==> src/rtl/dma_prio_arbiter.sv <==
// DMA channel arbiter: qualifies DREQ/SW requests, picks a winner (fixed or rotating priority), runs the HRQ/HLDA handshake.
// Latency: DREQ->pend 1, pend->HRQ 1, HLDA->DACK 1, svc_done->release 1. Holds in REQ until HLDA; a grant is frozen until svc_done or loss of HLDA.
module dma_prio_arbiter #(
    parameter int NUM_CH = 4,
    localparam int CW = (NUM_CH > 2) ? $clog2(NUM_CH) : 1
) (
    input  logic              CLK,
    input  logic              RESET,
    input  logic [NUM_CH-1:0] DREQ,
    input  logic [NUM_CH-1:0] MASK,
    input  logic [NUM_CH-1:0] SW_REQ,
    input  logic              DREQ_ACT_LOW,
    input  logic              DACK_ACT_HIGH,
    input  logic              ROT_PRI,
    input  logic              CTRL_DIS,
    input  logic              HLDA,
    input  logic              svc_done,
    output logic              HRQ,
    output logic [NUM_CH-1:0] DACK,
    output logic              grant_vld,
    output logic [CW-1:0]     grant_ch,
    output logic [NUM_CH-1:0] pend
);

    typedef enum logic [1:0] {
        IDLE    = 2'd0,
        REQ     = 2'd1,
        GRANT   = 2'd2,
        RELEASE = 2'd3
    } state_t;

    state_t            state_q, state_d;
    logic              hrq_q, hrq_d;
    logic [NUM_CH-1:0] dack_q, dack_d;
    logic              grant_vld_q, grant_vld_d;
    logic [CW-1:0]     grant_ch_q, grant_ch_d;
    logic [NUM_CH-1:0] pend_q, pend_d;
    logic [CW-1:0]     top_q, top_d;

    logic [CW-1:0]     win_ch;
    logic [CW-1:0]     idx;
    logic              found;
    int                s;

    // Scan from the priority pointer (or ch0 in fixed mode), wrapping explicitly at NUM_CH.
    always_comb begin
        win_ch = '0;
        found  = 1'b0;
        idx    = '0;
        s      = 0;
        for (int i = 0; i < NUM_CH; i++) begin
            s = ROT_PRI ? (int'(top_q) + i) : i;
            if (s >= NUM_CH) begin
                s = s - NUM_CH;
            end
            idx = s[CW-1:0];
            if (!found && pend_q[idx]) begin
                found  = 1'b1;
                win_ch = idx;
            end
        end
    end

    always_comb begin
        state_d     = state_q;
        hrq_d       = hrq_q;
        dack_d      = dack_q;
        grant_vld_d = grant_vld_q;
        grant_ch_d  = grant_ch_q;
        top_d       = top_q;
        pend_d      = ((DREQ ^ {NUM_CH{DREQ_ACT_LOW}}) & ~MASK) | SW_REQ;

        case (state_q)
            IDLE: begin
                hrq_d = 1'b0;
                if ((|pend_q) && !CTRL_DIS) begin
                    state_d = REQ;
                    hrq_d   = 1'b1;
                end
            end
            REQ: begin
                if (HLDA && (|pend_q)) begin
                    state_d     = GRANT;
                    grant_ch_d  = win_ch;
                    grant_vld_d = 1'b1;
                    dack_d      = {{(NUM_CH-1){1'b0}}, 1'b1} << win_ch;
                end else if (pend_q == '0) begin
                    state_d = IDLE;
                    hrq_d   = 1'b0;
                end
            end
            GRANT: begin
                // Completion wins over a simultaneous loss of HLDA, so it still rotates.
                if (svc_done) begin
                    state_d     = RELEASE;
                    hrq_d       = 1'b0;
                    dack_d      = '0;
                    grant_vld_d = 1'b0;
                    if (ROT_PRI) begin
                        top_d = (grant_ch_q == CW'(NUM_CH - 1)) ? '0 : grant_ch_q + CW'(1);
                    end
                end else if (!HLDA) begin
                    state_d     = IDLE;
                    hrq_d       = 1'b0;
                    dack_d      = '0;
                    grant_vld_d = 1'b0;
                end
            end
            RELEASE: begin
                state_d = IDLE;
                hrq_d   = 1'b0;
            end
            default: begin
                state_d     = IDLE;
                hrq_d       = 1'b0;
                dack_d      = '0;
                grant_vld_d = 1'b0;
            end
        endcase
    end

    always_ff @(posedge CLK) begin
        if (RESET) begin
            state_q     <= IDLE;
            hrq_q       <= 1'b0;
            dack_q      <= '0;
            grant_vld_q <= 1'b0;
            grant_ch_q  <= '0;
            pend_q      <= '0;
            top_q       <= '0;
        end else begin
            state_q     <= state_d;
            hrq_q       <= hrq_d;
            dack_q      <= dack_d;
            grant_vld_q <= grant_vld_d;
            grant_ch_q  <= grant_ch_d;
            pend_q      <= pend_d;
            top_q       <= top_d;
        end
    end

    // DACK state is kept active-high internally; the pin polarity follows the command bit live.
    assign DACK      = DACK_ACT_HIGH ? dack_q : ~dack_q;
    assign HRQ       = hrq_q;
    assign grant_vld = grant_vld_q;
    assign grant_ch  = grant_ch_q;
    assign pend      = pend_q;

endmodule

==> config.mk <==
export PLATFORM = sky130hd
export DESIGN_NAME = dma_prio_arbiter
export DESIGN_NICKNAME = d
export VERILOG_FILES = /design/src/rtl/dma_prio_arbiter.sv
export SDC_FILE = /design/constraint.sdc
export NUM_CORES = 1
export LEC_CHECK = 0
export CORE_UTILIZATION = 35
export CTS_CLUSTER_SIZE = 16
export DETAILED_ROUTE_END_ITERATION = 10
export HOLD_SLACK_MARGIN = 0.06
export SKIP_LAST_GASP = 1
export SLEW_MARGIN = 10
export SYNTH_ARGS = -nofsm -noshare
export SYNTH_HDL_FRONTEND = slang
export SYNTH_SLANG_ARGS = --single-unit
==> constraint.sdc <==
create_clock -name CLK -period 3.1 [get_ports CLK]
set_input_delay 0.62 -clock CLK [delete_from_list [all_inputs] [get_ports CLK]]
set_output_delay 0.62 -clock CLK [all_outputs]
set_load 0.01 [all_outputs]
==> impl_metrics.csv <==
group,metric,value,unit
route,initialDrtViolationCount,35,
clock_tree,cts_setup_buffers,0,
route,top_layer,"met4",
critical_path,worstPathCellList,"clkdlybuf4s50_1 > xnor2_1 > clkdlybuf4s50_1",
floorplanning,io_pins,32,
timing,fin_skew,0.00461,ns
logic_synthesis,synth_top_area_share,29.6,%
floorplanning,fp.dieH,57.6,µm
route,viasPerCell,5.33,
critical_path,slowest_stage,"clkdlybuf4s50_1",
logic_synthesis,synth.cell_area,1080,µm²
grt,track_usage,15.9,%
floorplanning,start_util,38.2,%
final_layout,drive_gt1_share,6.79,%
logic_synthesis,syn_inst,135,
place,place_hpwl,1.92,mm
route,drt_wl_total,2.42,mm
pwr,p_leak,0.522,nW
final_layout,area_growth,30.8,%
critical_path,required,2.48,ns
critical_path,critical_path_depth,3,
critical_path,worstPathArrival,1.90,ns
route,route.detailed.drc,2,
hold_path,min_to,"grant_vld",
critical_path,r2r-start,"top_q[1]",
logic_synthesis,syn_area_per_cell,8.01,µm²
final_layout,num_antenna_cells,0,
critical_path,rr_worst_depth,5,
logic_synthesis,syn-num-nets,156,
route,wl_met3,91,µm
clock_tree,cts_root_buf,"clkbuf_4",
clock_tree,cts_made_buffers,3,
route,drt_pre_antenna_iters,9,
route,wl_met1,1.11,mm
logic_synthesis,ys_seq_area_share,29.6,%
grt,grt_max_degree,18,
outcome,violations,"design-rule violations",
logic_synthesis,synth_top_area_cell,"dfxtp_1",
logic_synthesis,synth_seq_cells,16,
outcome,status,"complete, but fails checks",
pwr,p_int,0.000380,W
timing,rsz0062_at_grt,"false",
pwr,swShare,29.3,%
pwr,comb_power_share,30.2,%
clock_tree,htreeDepth,1,
critical_path,path_class,"input pin to primary output",
floorplanning,die_w,57.6,µm
pwr,p_sw,0.000157,W
critical_path,r2r_setup_slack,1.15,ns
final_layout,stdcell_area,1410,µm²
clock_tree,cts_buffer_depth,2,
timing,slew_headroom,58.7,%
logic_synthesis,ys_async_sr_fraction,0,%
floorplanning,num_rows,19,
grt,grt_pass1_vias,972,
pwr,total_power,0.000537,W
critical_path,critPathCaptureType,"primary output",
timing,fmax,0.397,GHz
pwr,power.density,380,nW/µm²
hold_path,hp-class,"flip-flop to flip-flop",
clock_tree,cts.sinks,16,
route,vias,1028,
grt,overflow,0,
pwr,ir_drop,0.243,mV
clock_tree,postCtsHoldBufs,0,
pwr,power.share.clock,24.9,%
critical_path,critPathLaunchType,"input pin",
critical_path,cpMostUsedCell,"clkdlybuf4s50_1",
place,placed_cell_area,1380,µm²
timing,slew_viol_final,0,
place,place_congestion,0.819,
timing,post-route-period-util,81.2,%
route,met2WireLength,1.20,mm
logic_synthesis,ys.flop_type,"dfxtp_1",
logic_synthesis,synth_area_leaders,"dfxtp_1 (30%), nor2_1 (8.3%), xnor2_1 (6.5%)",
logic_synthesis,synth_warnings,0,
route,wl_per_cell,12.5,µm
final_layout,fin_util,50.0,%
clock_tree,cts_resized,0,
critical_path,cp_max_fo,4,
floorplanning,dieArea,3310,µm²
final_layout,nets,184,
clock_tree,clkTransAtPathRegs,0.09,ns
place,place.port_buffers,31,
job,max_cap_viol_count,0,
clock_tree,clock_latency,0.28,ns
final_layout,fillers,297,
grt,grt_first_pass_wirelength,4.11,mm
timing,period_needed,2.52,ns
floorplanning,core-area,2830,µm²
logic_synthesis,yosysUniqueCellTypes,47,
timing,finalHoldViolations,0,
pwr,seq_power_share,45.0,%
critical_path,critical-path-top-delay-family,"buffers and inverters",
timing,tns,0,ns
timing,fin_hold_ws,0.501,ns
logic_synthesis,synth_edf_count,0,
hold_path,min_from,"grant_vld",
timing,setup_viol,0,
grt,antenna_found_initial,0,
timing,tightest_slew,0.613,ns
critical_path,path_buf_inv,2,
clock_tree,cts_tree,"done",
critical_path,reg2reg_to,"grant_ch[0]",
hold_path,hold_path_depth,2,
critical_path,cpPeakStageDelay,0.57,ns
route,drtAntennaViolNets,0,
==> cells in the mapped netlist (all sizes together), types with 2 or more instances <==
cell type	n
nand4b	4
o31ai	5
nand2b	2
a211oi	3
nor2	24
o21ai	6
clkbuf	4
buf	5
dfxtp	16
nand3	4
xnor2	8
and2	4
o21bai	2
nand2	6
and3b	2
inv	6
mux2i	3
a21oi	6
==> how the worst max path moves through the flow <==
| stage | start | end | slack, ns |
|---|---|---|---|
| final | DACK_ACT_HIGH | DACK[3] | 0.58 |
| after global routing | DACK_ACT_HIGH | DACK[1] | 0.52 |
| after CTS | DACK_ACT_HIGH | DACK[3] | 0.57 |
| after detailed placement | ROT_PRI | grant_ch[0] | 0.49 |
| after global placement | DACK_ACT_HIGH | DACK[3] | 0.58 |
| after floorplan | ROT_PRI | dack_q[1] | 1.33 |
==> power by group through the flow <==
stage	Clock, W	Sequential [W]	Combinational (W)
floorplan	0	0.000241	0.000100
global placement	0	0.000246	0.000160
detailed placement	0	0.000247	0.000162
CTS	0.000139	0.000242	0.000164
global route	0.000144	0.000244	0.000180
finish	0.000134	0.000242	0.000162
==> metal layers <==
layer	global-route usage, %	vias up
met1	19.1	467
met4	6.27	0
met5	0	-
met2	28.9	22
li1	-	537
met3	1.36	2
==> kinds of logic after synthesis <==
group | share of synthesized area, %
XOR/XNOR | 7.29
buffers and inverters | 7.64
flip-flops | 29.6
AND/OR/NAND/NOR | 24.8
multiplexers | 3.82
adder cells (fa/ha/maj) | 1.16
AO/OA/AOI/OAI | 25.7
==> layout by cell type, fill, tap and decap left out, types with 4 or more instances in the layout <==
cell             synthesis  final
inv_1                    6      6
o31ai_1                  5      5
xnor2_1                  8      8
clkdlybuf4s50_1          0     31
dfxtp_1                 16     16
nor2_1                  24     24
nand4b_1                 4      4
nand2_1                  6      6
nand3_1                  4      4
o21ai_0                  6      6
a21oi_1                  6      6
==> worst register-to-register path, stage by stage, from the launching register on <==
cell and delay [ns]:
dfxtp_1 0.61, mux2_2 0.40, o211ai_2 0.13, a32oi_1 0.13, o32a_1 0.34, a211oi_1 0.24
==> stage by stage <==
stage,worst slack (ns),std cells
after floorplan,1.33,135
final,0.583,193
after global placement,0.576,189
after CTS,0.569,193
after detailed placement,0.494,189
after global routing,0.519,193
==> cell type report <==
cell class	instances	area, µm²	area share, %
Clock buffer	4	36.3	2.57
Inverter	6	22.5	1.59
Timing Repair Buffer	32	318	22.5
Tap cell	31	38.8	2.74
Sequential cell	16	320	22.7
Multi-Input combinational cell	104	678	48.0
==> state kept, by name, summed over array words and instances, names as in the netlist <==
name / flops
pend: 4
state_q: 2
grant_vld: 1
HRQ: 1
dack_q: 4
grant_ch: 2
top_q: 2
No activity file was read; power rests on OpenSTA's default activity.
